==> src/rtl/rr_priority_arbiter.sv <==
// Round-robin arbiter with a registered one-hot grant that is held while the owner keeps requesting.
// Optional hold timeout: define ARB_HOLD_TIMEOUT_EN to force rotation after MAX_HOLD cycles when others wait.
module rr_priority_arbiter #(
  parameter int N        = 4,
  parameter int IDX_W    = 2,
  parameter int MAX_HOLD = 8
) (
  input  logic             clk,
  input  logic             rst_n,
  input  logic [N-1:0]     req,
  output logic [N-1:0]     grant,
  output logic [IDX_W-1:0] grant_idx,
  output logic             grant_vld,
  output logic             zero
);

  typedef enum logic {IDLE, BUSY} state_t;

  state_t           state_reg;
  logic [N-1:0]     grant_reg;
  logic [IDX_W-1:0] grant_idx_reg;
  logic [IDX_W-1:0] last_reg;
  logic             grant_vld_reg;

  logic [N-1:0]     search_req;
  logic [N-1:0]     win_onehot;
  logic [IDX_W-1:0] win_idx;
  logic [IDX_W-1:0] cand;
  logic             win_found;
  logic             owner_req;
  logic             hold_expired;
  logic             take;
  logic             release_grant;

  if (N < 2 || IDX_W != $clog2(N) || MAX_HOLD < 1) begin : g_param_check
    $error("rr_priority_arbiter: illegal parameter combination");
  end

  // The current owner is never a candidate while BUSY: either it dropped, or it is being rotated out.
  assign search_req = (state_reg == BUSY) ? (req & ~grant_reg) : req;

  always_comb begin
    win_idx   = '0;
    win_found = 1'b0;
    cand      = '0;
    for (int i = 1; i <= N; i++) begin
      cand = IDX_W'((32'(last_reg) + 32'(i)) % 32'(N));
      if (!win_found && search_req[cand]) begin
        win_found = 1'b1;
        win_idx   = cand;
      end
    end
  end

  for (genvar gi = 0; gi < N; gi++) begin : g_win_onehot
    assign win_onehot[gi] = win_found && (win_idx == IDX_W'(gi));
  end

  assign owner_req     = req[grant_idx_reg];
  assign take          = win_found && ((state_reg == IDLE) || !owner_req || hold_expired);
  assign release_grant = (state_reg == BUSY) && !owner_req && !win_found;

`ifdef ARB_HOLD_TIMEOUT_EN
  localparam int CNT_W = $clog2(MAX_HOLD + 1);
  logic [CNT_W-1:0] hold_cnt_reg;

  assign hold_expired = (state_reg == BUSY) && (hold_cnt_reg == CNT_W'(MAX_HOLD));

  // Counts cycles of the current grant; saturates when nobody else is waiting.
  always_ff @(posedge clk) begin
    if (!rst_n) begin
      hold_cnt_reg <= '0;
    end else if (take) begin
      hold_cnt_reg <= CNT_W'(1);
    end else if (state_reg == BUSY && hold_cnt_reg != CNT_W'(MAX_HOLD)) begin
      hold_cnt_reg <= hold_cnt_reg + CNT_W'(1);
    end
  end
`else
  assign hold_expired = 1'b0;
`endif

  always_ff @(posedge clk) begin
    if (!rst_n) begin
      state_reg     <= IDLE;
      grant_reg     <= '0;
      grant_idx_reg <= '0;
      grant_vld_reg <= 1'b0;
      last_reg      <= IDX_W'(N - 1);
    end else if (take) begin
      state_reg     <= BUSY;
      grant_reg     <= win_onehot;
      grant_idx_reg <= win_idx;
      grant_vld_reg <= 1'b1;
      last_reg      <= win_idx;
    end else if (release_grant) begin
      state_reg     <= IDLE;
      grant_reg     <= '0;
      grant_idx_reg <= '0;
      grant_vld_reg <= 1'b0;
    end
  end

  assign grant     = grant_reg;
  assign grant_idx = grant_idx_reg;
  assign grant_vld = grant_vld_reg;
  assign zero      = ~|req;

endmodule

==> config.mk <==
export PLATFORM = sky130hd
export DESIGN_NAME = rr_priority_arbiter
export DESIGN_NICKNAME = d
export VERILOG_FILES = /design/src/rtl/rr_priority_arbiter.sv
export SDC_FILE = /design/constraint.sdc
export NUM_CORES = 1
export LEC_CHECK = 0
export BUFFER_PORTS_ARGS = -buffer_cell sky130_fd_sc_hd__clkbuf_2
export CAP_MARGIN = 5
export CELL_PAD_IN_SITES_DETAIL_PLACEMENT = 0
export CELL_PAD_IN_SITES_GLOBAL_PLACEMENT = 1
export CORE_MARGIN = 3
export CORE_UTILIZATION = 38
export DETAILED_ROUTE_END_ITERATION = 7
export GPL_TIMING_DRIVEN = 0
export PLACE_DENSITY_LB_ADDON = 0.1
export SLEW_MARGIN = 20
export SYNTH_ARGS = -nofsm -noshare
export SYNTH_HDL_FRONTEND = slang
export SYNTH_SLANG_ARGS = --single-unit
==> constraint.sdc <==
create_clock -name clk -period 1.65 [get_ports clk]
set_input_delay 0.0825 -clock clk [delete_from_list [all_inputs] [get_ports clk]]
set_output_delay 0.0825 -clock clk [all_outputs]
set_load 0.01 [all_outputs]
### After elaboration in Yosys (flattened, before gate mapping)

Index checks and enable logic that the tools add are counted.

* register bits: 9
* output and inout bits: 8

* add/subtract/negate cells: 4
* magnitude comparators: 5
* equal/unequal tests: 3
* multiplexer cells: 25
* bitwise gates (word level): 3
* reduce and logical (&&, ||, !) cells: 20

Operator list (number)
* $lt 2x3->1 const B: 5
* $mux 2: 6
* $mux 4: 3
* $mux 1: 11
* $bmux 1 s2: 5
* $logic_and 1x1->1: 10
* $logic_not 1->1: 6
* $add 2x1->2 const B: 2
* $add 2x2->2 const B: 2
* $and 4x4->4: 1
* $eq 2x2->1 const B: 2
* $not 4->4: 1
* $reduce_or 4->1: 1
* $eq 2x1->1 const B: 1
* $logic_not 2->1: 1
* $reduce_bool 2->1: 1
* $logic_or 1x1->1: 1
* $not 1->1: 1

### Logic depth before layout (Yosys ltp)

* word-level depth: 19
* mapped depth: 6
* mapped depth without buffers: 5

### Least setup slack after synthesis

Ideal clock, no wire load.

* path type: reg2reg
* start: register grant_idx_reg[1], in the netlist grant_idx[1]
* end: register last_reg[1]
* data arrival time: 1424 ps
* required time: 1528 ps
* setup slack: 105 ps
* cell stages (with the launch flop): 5
* buffers on the path: 0
* clock period less this slack: 1545 ps
* path through: dfxtp_1 -> mux4_2 -> nand2_4 -> o21ai_4 -> a221o_1

* cells in the longest elaborated chain, start to end: 5

RTL lines
* start, declared: line 21 `logic [IDX_W-1:0] grant_idx_reg;`
* start signal, assigned: line 93 `grant_idx_reg <= win_idx;`
* $bmux 1 s2: line 59 `assign owner_req = req[grant_idx_reg];`
* $mux 1 (not written as such): line 59
* $logic_not 1->1: line 60 `assign take = win_found && ((state_reg == IDLE) || !owner_req || hold_expired);`
* $logic_or 1x1->1: line 60
* $logic_and 1x1->1: line 60
* end signal, assigned: line 89 `last_reg <= IDX_W'(N - 1);`
* end signal, assigned: line 95 `last_reg <= win_idx;`
* end, declared: line 22 `logic [IDX_W-1:0] last_reg;`

No other way between the ends. The select of a mux whose other input is x is not followed.
A chain may end at the register's enable or synchronous reset.

==> summary.md <==
| Metric | Value |
|---|---|
| Outcome | finished clean |
| Layout cell share with drive strength beyond 1 | 54.5% |
| Number of library cell types mapped by synthesis | 32 |
| Via Count | 521 |
| Fin. Hold Viols | 0 |
| Mapped Cells | 55 |
| Tcrit/Tclk final | 98.2% |
| Max frequency | 617 MHz |
| H-tree level count | 1 |
| Fin nets | 84 |
| Die height | 45.5 µm |
| Max Slew Vio Count | 0 |
| Root buffer cell | clkbuf_4 |
| VDD IR max | 0.000605 V |
| Clock network fraction of design power | 21.4% |
| CP arrival | 1770 ps |
| P_int | 504 µW |
| Total Wirelength | 1400 µm |
| Path depth of the worst reg2reg path | 7 |
| Largest register FFs | 4 |
| Routed len/inst | 15.2 µm |
| FP Rows | 13 |
| Crit end category | flip-flop |
| Synthesized area | 593 µm² |
| Largest net degree at the start of global routing | 11 |
| WP depth | 7 |
| Syn Nets | 61 |
| Final min period | 1620 ps |
| Worst-Skew Late Latency | 260 ps |
| Gr ovfl total | 0 |
| Final worst slack | 30.4 ps |
| TritonCTS buffer count | 3 |
| N_diodes | 0 |
| CP max FO | 6 |
| Sw Pwr | 269 µW |
| DP Wirelength | 996 µm |
| Switching share of power | 34.8% |
| RSZ-0062 raised after global routing | true |
| Layout fillers | 127 |
| Critical Path, Cell by Cell | buf_6 -> a21bo_4 -> o2111a_1 -> nor3_4 -> buf_6 -> nor3_4 -> a22o_1 |
| Clock transition at path regs | 60 ps |
| Register share of total power | 39.2% |
| Clk sinks | 9 |
| Die area | 0.00207 mm² |
| Syn Area/Cell | 10.8 µm² |
| Total chip power | 772 µW |
| Initial Util | 42.9% |
| Ports | 14 |
| Max-cap violations | 0 |
| Pre-antenna DRT Iters | 2 |
| Via/cell ratio | 5.66 |
| Antenna violations before repair | 0 |
| Port bufs | 13 |
| Clock Skews | 2.47 ps |
| Synth Warn # | 0 |
| DRC | 0 |
| Register area share after synthesis | 30.4% |
| CP Launch Type | flip-flop |
| Core area | 0.00138 mm² |
| WP buf/inv | 2 |
| PD cells | 987 mW/mm² |
| Number of global-route vias before repair | 435 |
| DRT iter0 DRCs | 10 |
| Worst path required time | 1800 ps |
| Setup violators final | 0 |
| #FFs+latches synth | 9 |
| Remaining antenna violation count | 0 |
| Hold Crit Class | input pin to flip-flop |
| Max incr delay on CP | 330 ps |
| Tot GR Track Use | 13.5% |
| Slew @ Worst Pin | 381 ps |
| CP Class | flip-flop to flip-flop |
| Hold depth | 2 |
| GP Congestion | 0.753 |
| Leakage Power | 0.000340 µW |
| Worst rel slew slack | 74.6% |
| P&R area growth vs syn | 31.9% |
| Clock Tree Buf Depth | 2 |
| Crit-path slowest cell | dfxtp_2 |
| First-pass GRT wire length | 1970 µm |
| CP top delay family | compound AO/OA/AOI/OAI gates |
| DP Worst Slack | 31.5 ps |
| Gate power share | 39.3% |
| Width of the die | 45.5 µm |
| CTS tree | yes |
-- repair_timing --
| item | CTS | global route |
|---|---|---|
| hold endpoints to repair | 0 | 0 |
| setup buffers | 0 | 5 |
| endpoints found under the setup margin | 0 | 7 |
| hold buffers | 0 | 0 |
| resized for setup | 0 | 10 |
-- layout by cell type (no fill, tap or decap), types with 2 or more instances in the layout --
cell type / instances
buf_4: 4
inv_1: 4
clkbuf_2: 13
nand2b_1: 3
buf_6: 2
dfxtp_2: 2
a22o_1: 4
nor3_4: 2
clkbuf_4: 3
dfxtp_1: 7
nand2_1: 3
nor2_1: 3
a21bo_2: 2
-- path summary, 6_finish.rpt --
kind / startpoint / endpoint / slack, ps
min reg2reg: grant_idx[0] / grant_idx[0] / 500
max: grant_vld / grant[3] / 30
max reg2reg: grant_vld / grant[3] / 30
min: rst_n / last_reg[0] / 40
-- Yosys cell counts --
library cell	count	area share, %
o2111a_2	1	2.1
a21bo_2	3	5.1
o21ai_4	1	2.7
o221ai_2	2	5.1
dfxtp_1	9	30
nand2b_1	3	3.2
o21ai_1	1	0.84
nor3_4	1	2.7
mux4_2	1	3.8
o32ai_2	1	2.7
buf_6	1	1.9
nor3b_2	1	2.1
a22o_1	4	5.9
nor2_1	3	1.9
or3_4	1	1.9
nor3_2	1	1.7
a21o_1	1	1.3
a21bo_1	1	1.7
a221o_1	1	1.7
nand2_4	1	1.9
a21oi_1	1	0.84
or2b_2	1	1.5
a21boi_1	1	1.3
a21oi_4	1	2.7
nor4_1	1	1.1
a32o_1	1	1.7
o2111a_1	1	1.9
nand2_1	3	1.9
inv_1	4	2.5
o211ai_1	1	1.3
and2_4	1	1.5
o31ai_1	1	1.3
-- area by class of cell --
class	instances	area (µm²)	share of cell area (%)
Inverter	4	15.0	1.92
Clock buffer	4	26.3	3.36
Sequential cell	9	183	23.4
Tap cell	15	18.8	2.40
Timing Repair Buffer	18	106	13.6
Multi-Input combinational cell	41	422	53.9
Buffer	1	11.3	1.44
-- logic make-up (layout without fill, tap and decap cells) --
logic type             Yosys count  in the layout  share of synthesized area [%]
muxes                            1              1                           3.80
buffers and inverters            5             27                           4.43
DFF                              9              9                           30.4
AOI/OAI and AO/OA               23             23                           40.1
and+or+nand+nor                 17             17                           21.3
-- routing by layer --
layer  share of wire [%]  up-vias  GRT usage, %  wire length (µm)
met1                  47      242          18.2               665
met4                 1.9        0          7.02                27
li1                    -      261             -                 -
met3                 4.4        5          2.37                61
met5                   0        -             0                 0
met2                  46       13          20.3               648
-- power by group through the flow --
stage	Clock, µW	Combinational (µW)	Sequential, µW
after floorplan	0	182	303
after detailed placement	0	257	302
final	166	304	303
after global placement	0	257	301
after CTS	168	258	297
after global routing	175	334	308
-- metrics by stage --
stage | TNS (ps) | util, % | hold WS [ps] | cell area (µm²) | std cells
global route | -194 | 56.6 | 61.9 | 782 | 92
floorplan | 0 | - | 171 | 593 | 55
finish | 0 | 56.6 | 35.9 | 782 | 92
detailed placement | 0 | 49.0 | 310 | 677 | 83
CTS | 0 | 50.9 | 45.4 | 703 | 87
global placement | 0 | 49.0 | 298 | 677 | 83
(Power assumes the default switching activity.)
